`src/rtl/position_i2c_responder.sv`:
```
// position_i2c_responder: I2C target exposing an 8x8 register bank; define POSITION_RESP_AUTOINC_EN for pointer auto-increment.
module position_i2c_responder #(
    parameter logic [6:0] TARGET_ADDR = 7'h29,
    parameter logic [7:0] RESET_FILL  = 8'h00
) (
    input  logic       clk,
    input  logic       rst,
    input  logic       SCL,
    input  logic       SDA_in,
    output logic       SDA_oen,
    output logic       SDA_out,
    input  logic       ld_en,
    input  logic [2:0] ld_addr,
    input  logic [7:0] ld_data,
    output logic       wr_stb,
    output logic [2:0] wr_addr,
    output logic [7:0] wr_data,
    output logic       busy
);
    typedef enum logic [3:0] {IDLE, ADDR, ADDR_ACK, PTR, PTR_ACK, WDATA, WDATA_ACK, RDATA, RDATA_ACK} state_t;
    state_t state, state_n;
    logic [1:0] scl_s, sda_s;
    logic scl_d, sda_d, scl, sda, scl_rise, scl_fall, start_c, stop_c;
    logic [2:0] bitcnt, bit_n, ptr, ptr_n, ptr_inc;
    logic [7:0] sr, sr_n, byte_in;
    logic [7:0] bank [8];
    logic ack_on, ack_n, rw, rw_n, oen_n, busy_n, mwr;
    assign scl = scl_s[1];
    assign sda = sda_s[1];
    assign scl_rise = scl & ~scl_d;
    assign scl_fall = ~scl & scl_d;
    assign start_c = scl & scl_d & sda_d & ~sda;
    assign stop_c = scl & scl_d & ~sda_d & sda;
    assign byte_in = {sr[6:0], sda};
    assign SDA_out = 1'b0;
`ifdef POSITION_RESP_AUTOINC_EN
    assign ptr_inc = ptr + 3'd1;
`else
    assign ptr_inc = ptr;
`endif
    always_comb begin
        state_n = state;
        bit_n = bitcnt;
        sr_n = sr;
        oen_n = SDA_oen;
        ack_n = ack_on;
        ptr_n = ptr;
        busy_n = busy;
        rw_n = rw;
        mwr = 1'b0;
        if (stop_c) begin
            state_n = IDLE;
            busy_n = 1'b0;
            oen_n = 1'b0;
            ack_n = 1'b0;
        end else if (start_c) begin
            state_n = ADDR;
            bit_n = 3'd0;
            oen_n = 1'b0;
            ack_n = 1'b0;
        end else if (scl_rise) begin
            if (state == ADDR || state == PTR || state == WDATA) begin
                sr_n = byte_in;
                bit_n = bitcnt + 3'd1;
                if (bitcnt == 3'd7) begin
                    if (state == ADDR) begin
                        state_n = (byte_in[7:1] == TARGET_ADDR) ? ADDR_ACK : IDLE;
                        busy_n = (byte_in[7:1] == TARGET_ADDR) ? 1'b1 : busy;
                        rw_n = byte_in[0];
                    end else if (state == PTR) begin
                        ptr_n = byte_in[2:0];
                        state_n = PTR_ACK;
                    end else begin
                        mwr = 1'b1;
                        state_n = WDATA_ACK;
                    end
                end
            end else if (state == RDATA_ACK) begin
                state_n = sda ? IDLE : RDATA_ACK;
                ptr_n = sda ? ptr : ptr_inc;
            end
        end else if (scl_fall) begin
            if (state == ADDR_ACK || state == PTR_ACK || state == WDATA_ACK) begin
                // first fall after bit 8 asserts ACK, the next one ends the ACK slot
                if (!ack_on) begin
                    oen_n = 1'b1;
                    ack_n = 1'b1;
                end else begin
                    oen_n = 1'b0;
                    ack_n = 1'b0;
                    bit_n = 3'd0;
                    state_n = (state == ADDR_ACK) ? (rw ? RDATA : PTR) : WDATA;
                    ptr_n = (state == WDATA_ACK) ? ptr_inc : ptr;
                    if (state == ADDR_ACK && rw) begin
                        sr_n = bank[ptr];
                        oen_n = ~bank[ptr][7];
                    end
                end
            end else if (state == RDATA) begin
                if (bitcnt == 3'd7) begin
                    oen_n = 1'b0;
                    state_n = RDATA_ACK;
                end else begin
                    bit_n = bitcnt + 3'd1;
                    sr_n = {sr[6:0], 1'b0};
                    oen_n = ~sr[6];
                end
            end else if (state == RDATA_ACK) begin
                sr_n = bank[ptr];
                oen_n = ~bank[ptr][7];
                bit_n = 3'd0;
                state_n = RDATA;
            end
        end
    end
    always_ff @(posedge clk) begin
        if (!rst) begin
            scl_s <= 2'b11;
            sda_s <= 2'b11;
            scl_d <= 1'b1;
            sda_d <= 1'b1;
            state <= IDLE;
            bitcnt <= 3'd0;
            sr <= 8'd0;
            ack_on <= 1'b0;
            rw <= 1'b0;
            ptr <= 3'd0;
            SDA_oen <= 1'b0;
            busy <= 1'b0;
            wr_stb <= 1'b0;
            wr_addr <= 3'd0;
            wr_data <= 8'd0;
            for (int i = 0; i < 8; i++) bank[i] <= RESET_FILL;
        end else begin
            scl_s <= {scl_s[0], SCL};
            sda_s <= {sda_s[0], SDA_in};
            scl_d <= scl;
            sda_d <= sda;
            state <= state_n;
            bitcnt <= bit_n;
            sr <= sr_n;
            ack_on <= ack_n;
            rw <= rw_n;
            ptr <= ptr_n;
            SDA_oen <= oen_n;
            busy <= busy_n;
            wr_stb <= mwr;
            if (mwr) begin
                wr_addr <= ptr;
                wr_data <= byte_in;
                bank[ptr] <= byte_in;
            end
            // local load is applied last so it wins a same-index collision
            if (ld_en) bank[ld_addr] <= ld_data;
        end
    end
endmodule

```
`config.mk`:
```
export PLATFORM = sky130hd
export DESIGN_NAME = position_i2c_responder
export DESIGN_NICKNAME = d
export VERILOG_FILES = /design/src/rtl/position_i2c_responder.sv
export SDC_FILE = /design/constraint.sdc
export NUM_CORES = 1
export LEC_CHECK = 0
export ABC_AREA = 1
export CELL_PAD_IN_SITES_DETAIL_PLACEMENT = 2
export CELL_PAD_IN_SITES_GLOBAL_PLACEMENT = 2
export CORE_MARGIN = 5
export CORE_UTILIZATION = 36
export CTS_CLUSTER_SIZE = 25
export DETAILED_ROUTE_END_ITERATION = 16
export MAX_ROUTING_LAYER = met4
export PLACE_DENSITY = 0.91
export SYNTH_ARGS = -nofsm -noshare
export SYNTH_HDL_FRONTEND = slang
export SYNTH_SLANG_ARGS = --single-unit
```
`constraint.sdc`:
```
create_clock -name clk -period 3 [get_ports clk]
set_input_delay 0.75 -clock clk [delete_from_list [all_inputs] [get_ports clk]]
set_output_delay 0.75 -clock clk [all_outputs]
set_load 0.03 [all_outputs]
```
==> results.md <==
- Setup Viol. Count Final: 0
- Number of buffers on the longest clock path: 2
- Total leakage power: 2.538 nW
- Root Buffer: clkbuf_16
- Slew Limit Headroom: 43.13%
- Crit Path Max Fanout: 16
- Synthesized flop and latch total: 106
- Vias: 5632
- Met2 usage: 47.23%
- Worst Skew: 14.95 ps
- Die height: 135.8 µm
- Worst hold path type: reg2reg
- WP buf/inv: 1
- Max Cap Violations: 0
- Final Max Tran Viols: 0
- # rows: 46
- Setup TNS Final: 0 ps
- # IOs: 31
- Seq/Total Area, Yosys: 48.50%
- Status: finished, final reports clean
- Largest net degree at the start of global routing: 37
- CTS tree: done
- Pwr per Cell Area: 488.5 nW/µm²
- Vias/cell: 5.666
- CP delay by family, top: compound AO/OA/AOI/OAI gates
- Share of cells above drive strength 1: 10.17%
- Total global-route track usage: 28.89%
- Post-route DRC: 0
- Clock Sinks: 106
- Post-Synthesis Cells: 748
- Synth Area per Inst: 7.616 µm²
- Cell depth of the worst hold path: 1
- Worst EP arrival: 2840 ps
- Cell Area, Synth: 5697 µm²
- Gpl congestion: 0.9315
- Initial DRT Pass Iterations: 5
- Final Hold Fails: 0
- Worst VDD drop: 0.4144 mV
- Max frequency: 352.3 MHz
- Initial core utilization: 36.26%
- Clock Latency Late Sink: 370 ps
- Cells on worst reg2reg path: 5
- Initial antenna violation count: 1
- Busiest grt layer: met2
- Routed len/inst: 24.94 µm
- Synth Net Count: 769
- Crit Path Category: reg2reg
- Initial drt markers: 482
- Synthesis warning total: 0
- Number of global-route vias before repair: 6204
- Measured slew at the worst slew-check pin: 849.3 ps
- Die W: 135.8 µm
- Hold_buf cts: 0
- M1 GR Usage: 36.03%
- First-pass GRT wire length: 38.24 mm
- Crit path launch: scl_s[1]$_SDFF_PN1_
- CP startpoint kind: register
- Congestion Overflow GR: 0
- Period utilisation layout: 94.60%
- Nets@finish: 793
- Cell variety after synth: 30
- Worst r2r dst: bank[6][4]$_DFFE_PP_
- Slowest Stage Delay on Critical Path: 800 ps
- Slowest CP cell: o211ai_1
- H-tree depth: 3
- Total routed wirelength: 24.79 mm
- Total die area: 18440 µm²
- Buffers on Ports: 29
- Crit path cell chain: ha_1 > inv_2 > nor3_4 > nand2_2 > o211ai_1
- Core outline area: 15710 µm²
- Commonest non-fill, non-tap cell in the layout: nand2_1
- Reg-to-Reg Start: scl_s[1]$_SDFF_PN1_
- M3 GR Usage: 4.569%
- Hold_ws: 429.8 ps
- RSZ-0062 raised after global routing: no
- Post-cts gate resize count: 0
- Critical Path RT: 3000 ps
- Crit path capture type: register
- Final ANT Viol Nets: 0
- Tmin final: 2838 ps
- Post CTS Setup Buffer Count: 0
- Area delta synth->final: 15.40%
- Detail Placement HPWL: 16.70 mm
- Most frequent cells in the layout: nand2_1, nor2_1, nand3_1
- CTS Buf Count: 9
- Hold Path Sink: sda_s[1]$_SDFF_PN1_
- Clk slew on worst S/H paths: 70 ps
- Hold Path Origin: sda_s[0]$_SDFF_PN1_
- Reg2Reg Setup Slack: 160 ps
==> how the worst max path moves through the flow <==
stage / endpoint / slack (ps) / depth (start not counted)
after floorplan: bank[0][0]$_DFFE_PP_ / 770 / 8
after global placement: bank[4][0]$_DFFE_PP_ / 340 / 7
after detailed placement: bank[4][7]$_DFFE_PP_ / 80 / 7
after CTS: bank[4][7]$_DFFE_PP_ / 120 / 6
after global routing: bank[6][3]$_DFFE_PP_ / 20 / 5
final: bank[6][4]$_DFFE_PP_ / 160 / 5
==> power by group <==
| part | switching (mW) | internal (mW) | total [mW] |
|---|---|---|---|
| Sequential | 0.0384 | 1.60 | 1.64 |
| Clock | 0.585 | 0.731 | 1.32 |
| Combinational | 0.182 | 0.0699 | 0.252 |
==> synth_stat cells, drive strengths merged <==
library cell	instances	area, µm²
inv	42	157.7
clkinv	8	30.03
or2	4	25.02
o211ai	11	82.58
a21oi	14	70.07
nand2	222	858.3
conb	1	3.750
o22ai	2	12.51
ha	5	62.56
dfxtp	42	840.8
clkbuf	19	71.32
buf	17	76.32
nor3	7	46.30
nor2	121	516.7
o21ai	78	427.9
nand3	83	442.9
nand4	8	50.05
edfxtp	64	1922
==> sequential cells by signal, summed over array words and instances (netlist names), 3 cells and up, named ones only <==
name,flops
state,4
bank,64
sr,7
wr_data,8
ptr,3
wr_addr,3
bitcnt,3
==> stage by stage <==
stage	util [%]	total power, mW	worst slack (ps)	instances	instance area [µm²]
floorplan	-	1.795	772.0	748	5697
global placement	39.79	1.891	343.4	976	6252
detailed placement	39.79	1.913	77.38	976	6252
CTS	41.77	3.213	119.5	992	6564
global route	41.84	3.307	17.74	994	6574
finish	41.84	3.211	161.9	994	6574
==> kinds of logic (layout without fill, tap and decap cells) <==
family,after synthesis,in the layout,synth area share [%]
AND/OR/NAND/NOR,445,445,34.04
flip-flops,106,106,48.50
AO/OA/AOI/OAI,105,105,10.41
buffers and inverters,86,115,5.886
adder cells (fa/ha/maj),5,5,1.098
other,1,2,0.06583
==> worst reg2reg max path, delay by kind of cell (launching register included) <==
kind	cells	cell delay, ps
fa+ha+maj	1	440
simple gates	2	630
compound gates	1	810
buf+inv	1	200
flops	1	390
==> per-layer routing <==
metal	routed length, µm	vias up
met1	10350	2839
met4	807	0
met3	1387	58
met2	12250	219
li1	-	2516
met5	0	-
==> cell type report <==
cell class                      count  area (µm²)
Fill cell                        1744        9139
Sequential cell                   106        2763
Multi-Input combinational cell    556        2599
Timing Repair Buffer               49       440.4
Tap cell                          216       270.3
Clock buffer                       11       232.7
Inverter                           50       187.7
Clock inverter                      5       78.83
Antenna cell                        1       2.502
Note: power is estimated with default switching activity, not from simulation.
